`src/rtl/systolic_pkg.sv`:
```
// Shared types and sizing helpers for the systolic array input feeder.
package systolic_pkg;

    typedef enum logic [2:0] {
        IDLE,
        LOAD_W,
        STREAM,
        DRAIN,
        DONE
    } feeder_state_t;

    localparam int unsigned DEF_ROW = 4;
    localparam int unsigned DEF_COL = 4;

    // Counter width able to hold 0..n-1, never narrower than one bit.
    function automatic int unsigned cnt_width(input int unsigned n);
        return (n <= 1) ? 1 : $clog2(n);
    endfunction

    localparam int unsigned BEAT_W = cnt_width(DEF_ROW * DEF_COL);

endpackage

```
`src/rtl/skew_line.sv`:
```
// Fixed-depth registered delay line carrying a data word and its enable.
module skew_line #(
    parameter int WIDTH = 8,
    parameter int DEPTH = 1
) (
    input  logic             i_clk,
    input  logic             i_rst,
    input  logic             i_en,
    input  logic [WIDTH-1:0] i_data,
    output logic             o_en,
    output logic [WIDTH-1:0] o_data
);

    logic [DEPTH-1:0] r_en;
    logic [WIDTH-1:0] r_data [DEPTH];

    always_ff @(posedge i_clk or posedge i_rst) begin
        if (i_rst) begin
            r_en <= '0;
            for (int unsigned i = 0; i < DEPTH; i++) begin
                r_data[i] <= '0;
            end
        end else begin
            r_en[0]   <= i_en;
            r_data[0] <= i_data;
            for (int unsigned i = 1; i < DEPTH; i++) begin
                r_en[i]   <= r_en[i-1];
                r_data[i] <= r_data[i-1];
            end
        end
    end

    assign o_en   = r_en[DEPTH-1];
    assign o_data = r_data[DEPTH-1];

endmodule

```
`src/rtl/systolic_feeder.sv`:
```
// Systolic array input driver: column-wise weight load, then row-skewed
// feature streaming with matching per-row enables.
module systolic_feeder
    import systolic_pkg::*;
#(
    parameter int WIDTH = 8,
    parameter int ROW   = 4,
    parameter int COL   = 4,
    parameter int CNT_W = 16
) (
    input  logic                 clk_in,
    input  logic                 rst_in,
    input  logic                 start_in,
    input  logic [CNT_W-1:0]     num_vec_in,
    input  logic                 w_valid_in,
    output logic                 w_ready_out,
    input  logic [WIDTH-1:0]     w_data_in,
    input  logic                 f_valid_in,
    output logic                 f_ready_out,
    input  logic [ROW*WIDTH-1:0] f_data_in,
    output logic                 ctrl_out,
    output logic [COL-1:0]       weight_en_out,
    output logic [COL*WIDTH-1:0] weight_data_out,
    output logic [ROW*WIDTH-1:0] feature_out,
    output logic [ROW-1:0]       in_en_out,
    output logic                 busy_out,
    output logic                 done_out
);

    localparam int unsigned BW = cnt_width(ROW * COL);
    localparam int unsigned CW = cnt_width(COL);
    localparam int unsigned DW = cnt_width(ROW);

    feeder_state_t r_state;
    feeder_state_t w_next;

    logic [BW-1:0]        r_beat;
    logic [DW-1:0]        r_drain;
    logic [CNT_W-1:0]     r_num_vec;
    logic [CNT_W-1:0]     r_vcnt;
    logic                 r_ctrl;
    logic [COL-1:0]       r_wen;
    logic [COL*WIDTH-1:0] r_wdata;

    logic          w_w_acc;
    logic          w_f_acc;
    logic          w_last_beat;
    logic          w_last_vec;
    logic          w_last_drain;
    logic [CW-1:0] w_col;

    assign w_ready_out  = (r_state == LOAD_W);
    assign f_ready_out  = (r_state == STREAM);
    assign w_w_acc      = w_valid_in & w_ready_out;
    assign w_f_acc      = f_valid_in & f_ready_out;
    assign w_last_beat  = (r_beat == BW'(ROW * COL - 1));
    assign w_last_vec   = (r_vcnt == r_num_vec - CNT_W'(1));
    assign w_last_drain = (r_drain == DW'(ROW - 1));
    assign w_col        = CW'(int'(r_beat) / ROW);

    always_ff @(posedge clk_in or posedge rst_in) begin
        if (rst_in) begin
            r_state <= IDLE;
            r_ctrl  <= 1'b0;
        end else begin
            r_state <= w_next;
            r_ctrl  <= (w_next == LOAD_W);
        end
    end

    always_comb begin
        w_next = r_state;
        case (r_state)
            IDLE:    if (start_in) w_next = LOAD_W;
            LOAD_W:  if (w_w_acc && w_last_beat) w_next = (r_num_vec == '0) ? DONE : STREAM;
            STREAM:  if (w_f_acc && w_last_vec) w_next = DRAIN;
            DRAIN:   if (w_last_drain) w_next = DONE;
            DONE:    w_next = IDLE;
            default: w_next = IDLE;
        endcase
    end

    always_ff @(posedge clk_in or posedge rst_in) begin
        if (rst_in) begin
            r_beat    <= '0;
            r_drain   <= '0;
            r_num_vec <= '0;
            r_vcnt    <= '0;
        end else begin
            if (r_state == IDLE && start_in) begin
                r_num_vec <= num_vec_in;
                r_vcnt    <= '0;
            end
            if (w_w_acc) begin
                r_beat <= w_last_beat ? '0 : r_beat + 1'b1;
            end
            if (w_f_acc) begin
                r_vcnt <= r_vcnt + 1'b1;
            end
            if (r_state == DRAIN) begin
                r_drain <= w_last_drain ? '0 : r_drain + 1'b1;
            end
        end
    end

    // Weight outputs are a one-cycle echo of the accepted beat, zero otherwise.
    always_ff @(posedge clk_in or posedge rst_in) begin
        if (rst_in) begin
            r_wen   <= '0;
            r_wdata <= '0;
        end else begin
            r_wen   <= '0;
            r_wdata <= '0;
            if (w_w_acc) begin
                r_wen[w_col]                  <= 1'b1;
                r_wdata[w_col*WIDTH +: WIDTH] <= w_data_in;
            end
        end
    end

    for (genvar r = 0; r < ROW; r++) begin : g_row
        logic [WIDTH-1:0] w_lane;

        assign w_lane = w_f_acc ? f_data_in[r*WIDTH +: WIDTH] : '0;

        skew_line #(
            .WIDTH (WIDTH),
            .DEPTH (r + 1)
        ) u_skew (
            .i_clk  (clk_in),
            .i_rst  (rst_in),
            .i_en   (w_f_acc),
            .i_data (w_lane),
            .o_en   (in_en_out[r]),
            .o_data (feature_out[r*WIDTH +: WIDTH])
        );
    end

    assign ctrl_out        = r_ctrl;
    assign weight_en_out   = r_wen;
    assign weight_data_out = r_wdata;
    assign busy_out        = (r_state != IDLE);
    assign done_out        = (r_state == DONE);

endmodule

```
`config.mk`:
```
export PLATFORM = sky130hd
export DESIGN_NAME = systolic_feeder
export DESIGN_NICKNAME = d
export VERILOG_FILES = /design/src/rtl/systolic_pkg.sv /design/src/rtl/skew_line.sv /design/src/rtl/systolic_feeder.sv
export SDC_FILE = /design/constraint.sdc
export NUM_CORES = 1
export LEC_CHECK = 0
export ABC_CLOCK_PERIOD_IN_PS = 2900
export BUFFER_PORTS_ARGS = -buffer_cell sky130_fd_sc_hd__buf_2
export CORE_UTILIZATION = 50
export CTS_CLUSTER_DIAMETER = 50
export DETAILED_ROUTE_END_ITERATION = 6
export PLACE_DENSITY = 0.74
export SLEW_MARGIN = 20
export SYNTH_ARGS = -nofsm -noshare
export SYNTH_HDL_FRONTEND = slang
export SYNTH_HIERARCHICAL = 1
export SYNTH_SLANG_ARGS = --single-unit
```
`constraint.sdc`:
```
create_clock -name clk_in -period 2.9 [get_ports clk_in]
set_input_delay 0.145 -clock clk_in [delete_from_list [all_inputs] [get_ports clk_in]]
set_output_delay 0.145 -clock clk_in [all_outputs]
set_load 0.02 [all_outputs]
```
==> results.yml <==
worst_setup_path:
  endpoint_kind: "flop"
  crit_required_ns: 3.26
  start_kind: "flop"
  arrival_ns: 2.42
  cp_max_fo: 8
  crit_type: "reg2reg"
clocking:
  h-tree-depth: 4
  clk_pin_slew_ns: 0.06
  cts_tree: "yes"
  cts_buffer_depth: 2
  clock-root-buffer: "clkbuf_16"
  cts_sinks: 168
  numCtsBuffers: 17
  clk_latency_ns: 0.42
cells_and_area:
  syn2layout_area_growth_pct: 29.2
  final_nets: 731
  layout.cells.non_filler: 841
  seq_area_um2: 4200
  antenna_cells: 0
  fin_area_um2: 8250
  drive_gt1_frac: 0.302
  fillers: 891
  multiInputGateArea_um2: 1870
placed_design:
  placed_cell_area_um2: 7050
  gp_congestion: 0.869
  dp_hpwl_um: 8550
  placedCellCount: 752
  port_buffers: 137
grt:
  gr-total-overflow: 0
  antenna_found_initial: 0
  grt_pass1_vias: 4347
  track_usage: 0.215
  grt_max_degree: 37
  grt_pass1_wl_um: 21100
timing:
  rsz0062_at_grt: "false"
  worstMarginPinSlew_ns: 0.918
  hold_slack_ns: 0.0231
  maxClockFrequency_ghz: 0.486
  period_needed_ns: 2.06
  hold_viol_final: 0
  max_slew_margin: 0.385
  clock_skew_ns: 0.00509
  finalSetupTns_ns: 0
  setup_viol: 0
  period_share: 0.710
  maxSlewViolCount: 0
floorplan:
  fp.coreArea_um2: 12200
  rows: 40
  dieArea_um2: 13200
  die_h_um: 115
  ios: 138
  initial_core_util: 0.523
  dieWidth_um: 115
synthesis:
  yosysTopAreaCellShare: 0.659
  synth_common_cells: "168 x dfrtp_1, 40 x and3_1, 33 x and2_1, 26 x buf_4, 24 x nand2_1"
  yosys.area.top_type: "dfrtp_1"
  synthFlopType: "dfrtp_1"
  synth_nets: 552
  ys_seq_elements: 168
  yosysMostFrequentCell: "dfrtp_1"
  synth_area_leaders: "dfrtp_1 66%, and3_1 3.9%, and2_1 3.2%, mux2_2 3.2%, buf_4 3.1%"
  synth.avg_cell_area_um2: 13.3
  synth.cell_area_um2: 6380
  synthArstFlopShare: 1.00
  ys_types: 57
  synthCells: 481
  seq_area_frac_synth: 0.659
  yosys_warnings: 6
  synth_edf_count: 0
run_status:
  status: "complete, no violations"
route:
  via_count: 4233
  drtAntennaViolNets: 0
  drc: 0
  viasPerCell: 5.03
  wl_um: 13100
  dr.first_iter.drc_count: 296
  first_pass_iters: 4
  post_drt_wl_per_cell_um: 15.6
min_path:
  min_path_type: "in2reg"
flow_run:
  max_cap_violations: 0
pwr:
  cellLeakagePower_nw: 4.40
  ir_drop_mv: 0.444
  p_per_area_nw_per_um2: 782
## through the flow
stage / worst slack, ns / utilization / power, mW
after global placement: 0.985 / 0.578 / 4.01
after global routing: 0.602 / 0.675 / 6.77
after floorplan: 0.760 / - / 3.77
after detailed placement: 0.937 / 0.578 / 4.07
final: 0.842 / 0.675 / 6.45
after CTS: 0.899 / 0.675 / 6.50
## final timing paths
check | startpoint | to | slack (ns) | depth (start not counted)
hold / removal | w_valid_in | weight_en_out[0] | 0.02 | 2
max in group asynchronous | rst_in | r_drain[0] | 1.74 | 4
setup reg to reg | r_state[0] | weight_data_out[3] | 0.84 | 4
min in group asynchronous | rst_in | g_row[0].u_skew/o_en | 0.29 | 3
setup / recovery | r_state[0] | weight_data_out[3] | 0.84 | 4
hold reg to reg | g_row[3].u_skew/r_data[11] | g_row[3].u_skew/o_data[3] | 0.34 | 0
## layout make-up
cell class	instances	area share
Inverter	12	0.00546
Clock inverter	10	0.0202
Timing Repair Buffer	199	0.157
Clock buffer	22	0.0551
Sequential cell	168	0.510
Multi-Input combinational cell	262	0.227
Tap cell	168	0.0255
## placed cells by master, fill, tap and decap left out, drive strengths merged, types with 4 or more instances in the layout
master and count:
mux2 19, and2 33, bufinv 4, xor2 8
dfrtp 168, o21ai 12, nand3 14, buf 142
clkbuf 22, nand2 25, nor3 12, nor2 10
a21o 5, dlygate4sd3 57, and3 40, xnor2 13
nand4 9, inv 12, nor3b 4, clkinv 4
nor4 5, a21oi 5, ha 10, mux2i 5
## per-layer routing
metal | part of all wire | vias up | GRT usage
li1 | - | 1979 | -
met1 | 0.41 | 2122 | 0.252
met2 | 0.53 | 104 | 0.372
met3 | 0.039 | 28 | 0.0559
met4 | 0.024 | 0 | 0.0961
met5 | 0 | - | 0
## timing repair
action / in CTS / in global routing
hold buffers: 57 / 0
endpoints found under the hold margin: 172 / 0
buffers inserted: 0 / 0
resized for setup: 0 / 0
## cells by family after synthesis
logic type / share of synthesized area
xor+xnor: 0.0288
fa+ha+maj: 0.0196
buf+inv: 0.0480
simple gates: 0.161
compound gates: 0.0422
flops: 0.659
mux: 0.0414
## sequential cells by signal, summed over array words and instances, names as in the netlist
| register | count |
|---|---|
| ctrl_out | 1 |
| g_row.u_skew/o_data | 32 |
| g_row.u_skew/o_en | 1 |
| g_row.u_skew/r_data | 48 |
| g_row.u_skew/r_en | 9 |
| r_beat | 4 |
| r_drain | 2 |
| r_num_vec | 16 |
| r_state | 3 |
| r_vcnt | 16 |
| weight_data_out | 32 |
| weight_en_out | 4 |
## critical path, stage by stage, from the launching register on
cell and delay [ns]:
dfrtp_1 0.50, nor3b_2 0.44, nand2_1 0.24, nor4_2 0.59
and2_1 0.23
## report_power, final
part,switching [mW],internal [mW]
combinational,0.642,0.571
clock,0.889,1.47
sequential,0.295,2.59
total,1.83,4.63
Power figures use the tool's default switching activity.
